<file path="src/rtl/dot_score_tracker.sv">
// Dot-eating score tracker: on each frame tick, scans a snapshot of the dot grid row by row,
// counts newly eaten dots against the previous snapshot, and updates score / dots remaining.
module dot_score_tracker #(
  parameter int TOTAL_DOTS = 200,
  parameter int DOT_POINTS = 10
) (
  input  logic         Clk,
  input  logic         Reset,
  input  logic [307:0] show,
  input  logic         frame_tick,
  output logic [15:0]  score,
  output logic [8:0]   dots_left,
  output logic         eat_pulse,
  output logic         level_clear,
  output logic         busy
);

  // state  | meaning
  // IDLE   | waiting for frame_tick; snapshot taken on the tick
  // SCAN   | one 14-bit row of the snapshot per cycle, rows 0..21
  // UPDATE | commit score / dots_left / prev, raise eat_pulse
  typedef enum logic [1:0] {IDLE, SCAN, UPDATE} state_t;

  state_t        state, state_nxt;
  logic [307:0]  snap, prev;
  logic [4:0]    row;
  logic [8:0]    acc;
  logic [13:0]   row_bits;
  logic [3:0]    row_new;
  logic [31:0]   score_sum;
  logic [8:0]    dots_nxt;

  always_comb begin
    row_bits = snap[int'(row)*14 +: 14] & ~prev[int'(row)*14 +: 14];
    // Ghost box (row 11, cols 4..9) is always shown as 1 and never counts
    if (row == 5'd11) row_bits[9:4] = '0;
    row_new = '0;
    for (int i = 0; i < 14; i++) row_new = row_new + 4'(row_bits[i]);
  end

  always_comb begin
    score_sum = 32'(score) + 32'(DOT_POINTS) * 32'(acc);
    dots_nxt  = (acc >= dots_left) ? '0 : dots_left - acc;
  end

  always_comb begin
    state_nxt = state;
    case (state)
      IDLE:    if (frame_tick) state_nxt = SCAN;
      SCAN:    if (row == 5'd21) state_nxt = UPDATE;
      UPDATE:  state_nxt = IDLE;
      default: state_nxt = IDLE;
    endcase
  end

  always_ff @(posedge Clk) begin
    if (Reset) begin
      state       <= IDLE;
      score       <= '0;
      dots_left   <= 9'(TOTAL_DOTS);
      eat_pulse   <= 1'b0;
      level_clear <= 1'b0;
      prev        <= '0;
      snap        <= '0;
      row         <= '0;
      acc         <= '0;
    end else begin
      state     <= state_nxt;
      eat_pulse <= 1'b0;
      case (state)
        IDLE: begin
          if (frame_tick) begin
            snap <= show;
            row  <= '0;
            acc  <= '0;
          end
        end
        SCAN: begin
          acc <= acc + 9'(row_new);
          row <= row + 5'd1;
        end
        UPDATE: begin
          prev      <= snap;
          score     <= (score_sum > 32'h0000_FFFF) ? 16'hFFFF : score_sum[15:0];
          dots_left <= dots_nxt;
          eat_pulse <= (acc != 9'd0);
          if (dots_nxt == 9'd0) level_clear <= 1'b1;
        end
        default: ;
      endcase
    end
  end

  assign busy = (state != IDLE);

endmodule

</file>
<file path="config.mk">
export PLATFORM = sky130hd
export DESIGN_NAME = dot_score_tracker
export DESIGN_NICKNAME = d
export VERILOG_FILES = /design/src/rtl/dot_score_tracker.sv
export SDC_FILE = /design/constraint.sdc
export NUM_CORES = 2
export LEC_CHECK = 0
export CAP_MARGIN = 20
export CORE_MARGIN = 1
export CORE_UTILIZATION = 45
export CTS_BUF_LIST = sky130_fd_sc_hd__clkbuf_8 sky130_fd_sc_hd__clkbuf_16
export CTS_CLUSTER_SIZE = 16
export DETAILED_ROUTE_END_ITERATION = 16
export GPL_TIMING_DRIVEN = 0
export PLACE_DENSITY = 0.7
export SYNTH_ARGS = -nofsm -noshare
export SYNTH_HDL_FRONTEND = slang
export SYNTH_SLANG_ARGS = --single-unit
</file>
<file path="constraint.sdc">
create_clock -name Clk -period 15.25 [get_ports Clk]
set_input_delay 4.575 -clock Clk [delete_from_list [all_inputs] [get_ports Clk]]
set_output_delay 4.575 -clock Clk [all_outputs]
set_load 0.01 [all_outputs]
</file>
# After elaboration in Yosys (flattened, before gate mapping)
# Index checks and enable logic that the tools add are counted.
[totals]
register_bits = 659
elab_cells = 61
inputBits = 311
output_inout_bits = 28
[classes]
n_lt_le_gt_ge = 2
mul = 2
n_addsub = 17
mux = 10
reduce_logical = 10
eq_ne = 6
bitwise_logic = 3
shift = 2
[op_table]
columns = ["op", "n"]
rows = [
  ["308-bit by 10-bit variable part select with 14-bit output", 1],
  ["308-bit by 32-bit variable part select with 14-bit output", 1],
  ["4-bit by 1-bit adder with 4-bit output", 10],
  ["9-bit two-way mux", 2],
  ["9-bit case mux with 2 select lines", 1],
  ["16-bit by 13-bit adder with 17-bit output", 1],
  ["17-bit by 16-bit > comparator with 1-bit output (second input constant)", 1],
  ["16-bit two-way mux", 1],
  ["14-bit bitwise AND", 1],
  ["14-bit inverter", 1],
  ["3-bit by 9-bit multiplier with 12-bit output (first input constant)", 1],
  ["5-bit case mux with 2 select lines", 1],
  ["9-bit by 4-bit adder with 9-bit output", 1],
  ["9-bit greater-or-equal comparator", 1],
  ["9-bit logical NOT", 1],
  ["9-bit nonzero test", 1],
  ["9-bit subtractor", 1],
  ["5-bit by 3-bit multiplier with 8-bit output (second input constant)", 1],
  ["2-bit AND reduction", 4],
  ["6-bit two-way mux", 1],
  ["5-bit by 1-bit adder with 5-bit output (second input constant)", 1],
  ["5-bit by 4-bit equality test with 1-bit output (second input constant)", 1],
  ["5-bit equality test (second input constant)", 1],
  ["5-bit two-way mux", 1],
  ["12 further kinds", 15],
]

# Logic depth before layout (Yosys ltp)
[logic_depth]
word_depth = 19
depth_mapped = 24
ltp_nobuf = 21

# Worst setup path before layout
# OpenSTA, ideal clock, no wires.
[synth_timing]
path_kind = "input -> register"
from = "in Reset"
to = "reg snap[186]"
arrival_time_ns = 5.490
setup_time_ns = 0.132
required_ns = 15.118
path_buffers = 3
setup_slack_ns = 9.627
stages = 4
path_cell_list = "clkbuf_1 > clkbuf_1 > clkbuf_1 > a21oi_1"
[synth_rtl]
columns = ["item", "line_no", "text"]
rows = [
  ["start, declared", "8", "input logic Reset,"],
  ["end signal, assigned", "73", "snap <= show;"],
  ["end, declared", "25", "logic [307:0] snap, prev;"],
]
# No word-level cell between the ends.

# Worst setup path in the final report
[layout_timing]
from = "reg row[2]"
to = "reg acc[8]"
[layout_between]
elab_chain_cells = 19
word_cells_on_any_way = 22
cone_classes = "add/sub (14); mul (1); eq/ne (1); shift (2); mux (2); bitwise (2)"
[layout_lines]
columns = ["item", "line_no", "text"]
rows = [
  ["start, declared", "26", "logic [4:0] row;"],
  ["start signal, assigned", "80", "row <= row + 5'd1;"],
  ["5-bit by 3-bit multiplier with 8-bit output", "34", "row_bits = snap[int'(row)*14 +: 14] & ~prev[int'(row)*14 +: 14];"],
  ["308-bit by 10-bit variable part select with 14-bit output", "34", ""],
  ["14-bit inverter", "34", ""],
  ["14-bit bitwise AND", "34", ""],
  ["1-bit by 1-bit adder with 2-bit output", "38", "for (int i = 0; i < 14; i++) row_new = row_new + 4'(row_bits[i]);"],
  ["2-bit by 1-bit adder with 3-bit output", "38", ""],
  ["3-bit by 1-bit adder with 4-bit output", "38", ""],
  ["4-bit by 1-bit adder with 4-bit output (9 in a row)", "38", ""],
  ["4-bit by 1-bit adder with 4-bit output *", "38", ""],
  ["9-bit by 4-bit adder with 9-bit output *", "79", "acc <= acc + 9'(row_new);"],
  ["9-bit case mux with 2 select lines *", "70", "case (state)"],
  ["end signal, assigned", "79", ""],
  ["end, declared", "27", "logic [8:0] acc;"],
]
# Mark *: on every way between the ends. The rest lies on a longest branch, timed or not.
# A chain may end at the register's enable or synchronous reset.

==> results by group <==
Synthesis
  • Mapped Area: 28600 um2
  • Largest area contributor in the netlist: dfxtp_1
  • Number of flops mapped to enable cells by yosys: 0
  • Ys Warns: 0
  • Synth area leaders: dfxtp_1 46%, nand2_1 17%, a21oi_1 11%
  • Most numerous cell in the Yosys netlist: nand2_1
  • Ys flop type: dfxtp_1
  • Register area share after synthesis: 0.462
  • FF+latch count, synth: between 600 and 700
  • Mapped Avg Cell Area: slightly below 8 um2
  • Gate Count Post-Synth: between 3000 and 4000
  • Most frequent cells after synthesis: 1310 x nand2_1, 659 x dfxtp_1, 656 x a21oi_1
  • Async SR Flop Fraction: 0
  • Number of library cell types mapped by synthesis: 69
  • Syn nets: ~4100
  • Post-synth top area share: 0.462

Flow run
  • Max Cap Viol: 0

Clock network
  • CTS sink cnt: 659
  • Root Buffer: clkbuf_16
  • Clock Pin Slew Worst Setup and Hold Paths: roughly 0.060 ns
  • Post-CTS setup buffer count: 0
  • CTS tree: done
  • Cts bufs inserted: 70
  • CTS resizes: 0
  • CTS hold repair buffers: 0
  • H-tree depth: 3
  • Clock Tree Buf Depth: 3
  • Worst skew pair latency: roughly 0.63 ns

Route
  • DRT iter0 DRCs: 2791
  • DRT Pass-1 Iters: 6
  • Vias per cell: 5.59
  • Final wirelength: about 100000 um
  • DR WL/cell: slightly above 20 um
  • DR DRC count: 0
  • Routed Antenna Nets: 0
  • Via count: between 20000 and 30000

Critical path
  • CP peak stage delay: 0.56 ns
  • Critical Path End Type: flip-flop
  • Crit start category: flip-flop
  • R2R Path Start: row[2]
  • Required time worst endpoint: between 15 and 20 ns
  • CP Launch Point: row[2]
  • Top delay family on crit path: adder cells
  • Worst-path cell chain: clkbuf_1, buf_2, clkbuf_1, o221ai_1, nand4_1, o221ai_1, fa_1, inv_1, fa_1, fa_1, inv_1, fa_1, fa_1, inv_1, fa_1, nor2b_1, o21ai_0, a21boi_0, o211ai_1, or3_1, a21oi_1
  • CP arrival: between 7 and 8 ns
  • WS Path Type: flip-flop to flip-flop
  • Slowest-stage cell, CP: fa_1
  • Crit path buffers/inverters: 6
  • CP max FO: 10
  • Cell mode on critical path: fa_1

Timing
  • Slew Viols, Final: 0
  • Worst Skew: around 0.031 ns
  • Hold Worst Slack: ~0.45 ns
  • Final Cycle Share: 0.449
  • Endpoints failing setup: 0
  • Setup TNS: 0 ns
  • Min Tclk post-route: 6.85 ns
  • Slew @ Worst Pin: 1.08 ns
  • Setup WS post-layout: roughly 8.4 ns
  • Fmax: around 150 MHz
  • Slew headroom: 0.283
  • Final Hold Fails: 0
  • RSZ-0062 raised after global routing: false

Floorplanning
  • Die height: roughly 250 um
  • Die area: 64500 um2
  • Initial core utilization: 0.459
  • Die W: between 200 and 300 um
  • Core ar.: 62200 um2
  • Placement Rows: 91
  • Boundary Pins: 339

Placed design
  • Post-place setup slack: about 7.9 ns
  • Gpl congestion: about 1.0
  • DP Wirelength: just under 80000 um
  • PortBufs: between 300 and 400

Min path
  • HP Start: prev[227]
  • Hold Path Class: flip-flop to flip-flop

Global route
  • Vias in the first global route: 25805
  • All-Layer GR Usage: 0.313
  • Largest net degree at the start of global routing: 15
  • GR Overflow Total: 0
  • First-pass GRT wire length: 152000 um
  • Initial antenna violation count: 2

Pwr
  • Power Density: 115 nW/um2
  • Leakage: about 12 nW
  • Max VDD drop: just under 0.08 mV

Final layout
  • Final Core Density: 0.569
  • Share of layout cells above drive strength 1: 0.0650
  • Final net count: 4467
  • Count of inserted antenna diode cells: 0
  • Area delta synth->final: 23.8%

Outcome
  • Status: completed
-- area by class of cell --
class,count,area [um2]
Timing Repair Buffer,339,3390
Inverter,135,507
Sequential cell,659,13200
Fill cell,5819,26800
Clock inverter,40,368
Buffer,277,1170
Tap cell,837,1050
Multi-Input combinational cell,2615,13700
Clock buffer,86,1990
-- where the power goes --
part | internal [mW] | switching (mW)
Combinational | 0.201 | 0.268
Sequential | 1.77 | 0.0670
Clock | 1.03 | 0.727
-- tightest hold or removal path, delay by kind of cell, from the launching register on --
kind               cells  cell delay [ns]
and+or+nand+nor        1             0.05
DFF                    1             0.30
AOI/OAI and AO/OA      1             0.05
-- cells by family (layout without fill, tap and decap cells) --
logic type               Yosys count  in the layout  synth area share
AO/OA/AOI/OAI                    924            924             0.193
XOR/XNOR                          21             21           0.00644
adder cells (fa/ha/maj)           59             59            0.0293
buffers and inverters            412            877            0.0587
flip-flops                       659            659             0.462
multiplexers                      49             49            0.0352
AND/OR/NAND/NOR                 1562           1562             0.215
-- worst paths after layout --
check | endpoint | slack, ns | cells after the start
max | acc[8] | 8.40 | 21
min reg2reg | prev[227] | 0.45 | 2
max reg2reg | acc[8] | 8.40 | 21
min | prev[227] | 0.45 | 2
-- sequential cells by signal, indices dropped and copies added, names as in the netlist --
| signal | count |
|---|---|
| score | 16 |
| snap | 308 |
| prev | 308 |
| eat_pulse | 1 |
| level_clear | 1 |
| dots_left | 9 |
| row | 5 |
| state | 2 |
| acc | 9 |
-- per-stage QoR --
| stage | total power [mW] | cells | instance area, um2 |
|---|---|---|---|
| floorplan | 2.11 | 3686 | 28600 |
| global placement | 2.33 | 4861 | 33000 |
| detailed placement | 2.34 | 4861 | 33000 |
| CTS | 4.06 | 4987 | 35300 |
| global route | 4.18 | 4988 | 35400 |
| finish | 4.07 | 4988 | 35400 |
-- layer usage --
layer  vias up  share of wire  track usage
met5         -        0.00024            0
met2      1334           0.47        0.515
li1      13168              -            -
met3       274          0.085       0.0598
met4         4          0.048        0.144
met1     13082           0.40        0.395
-- cells in the final DEF (no fill, tap or decap), drive strengths merged, types with 26 or more instances in the layout --
master            n
a21oi           659
a32oi            71
buf              88
clkbuf          276
clkdlybuf4s50   338
dfxtp           659
ha               46
inv             154
mux4             41
nand2          1310
nand2b           26
nor2            148
o21ai            37
(Power assumes the default switching activity.)
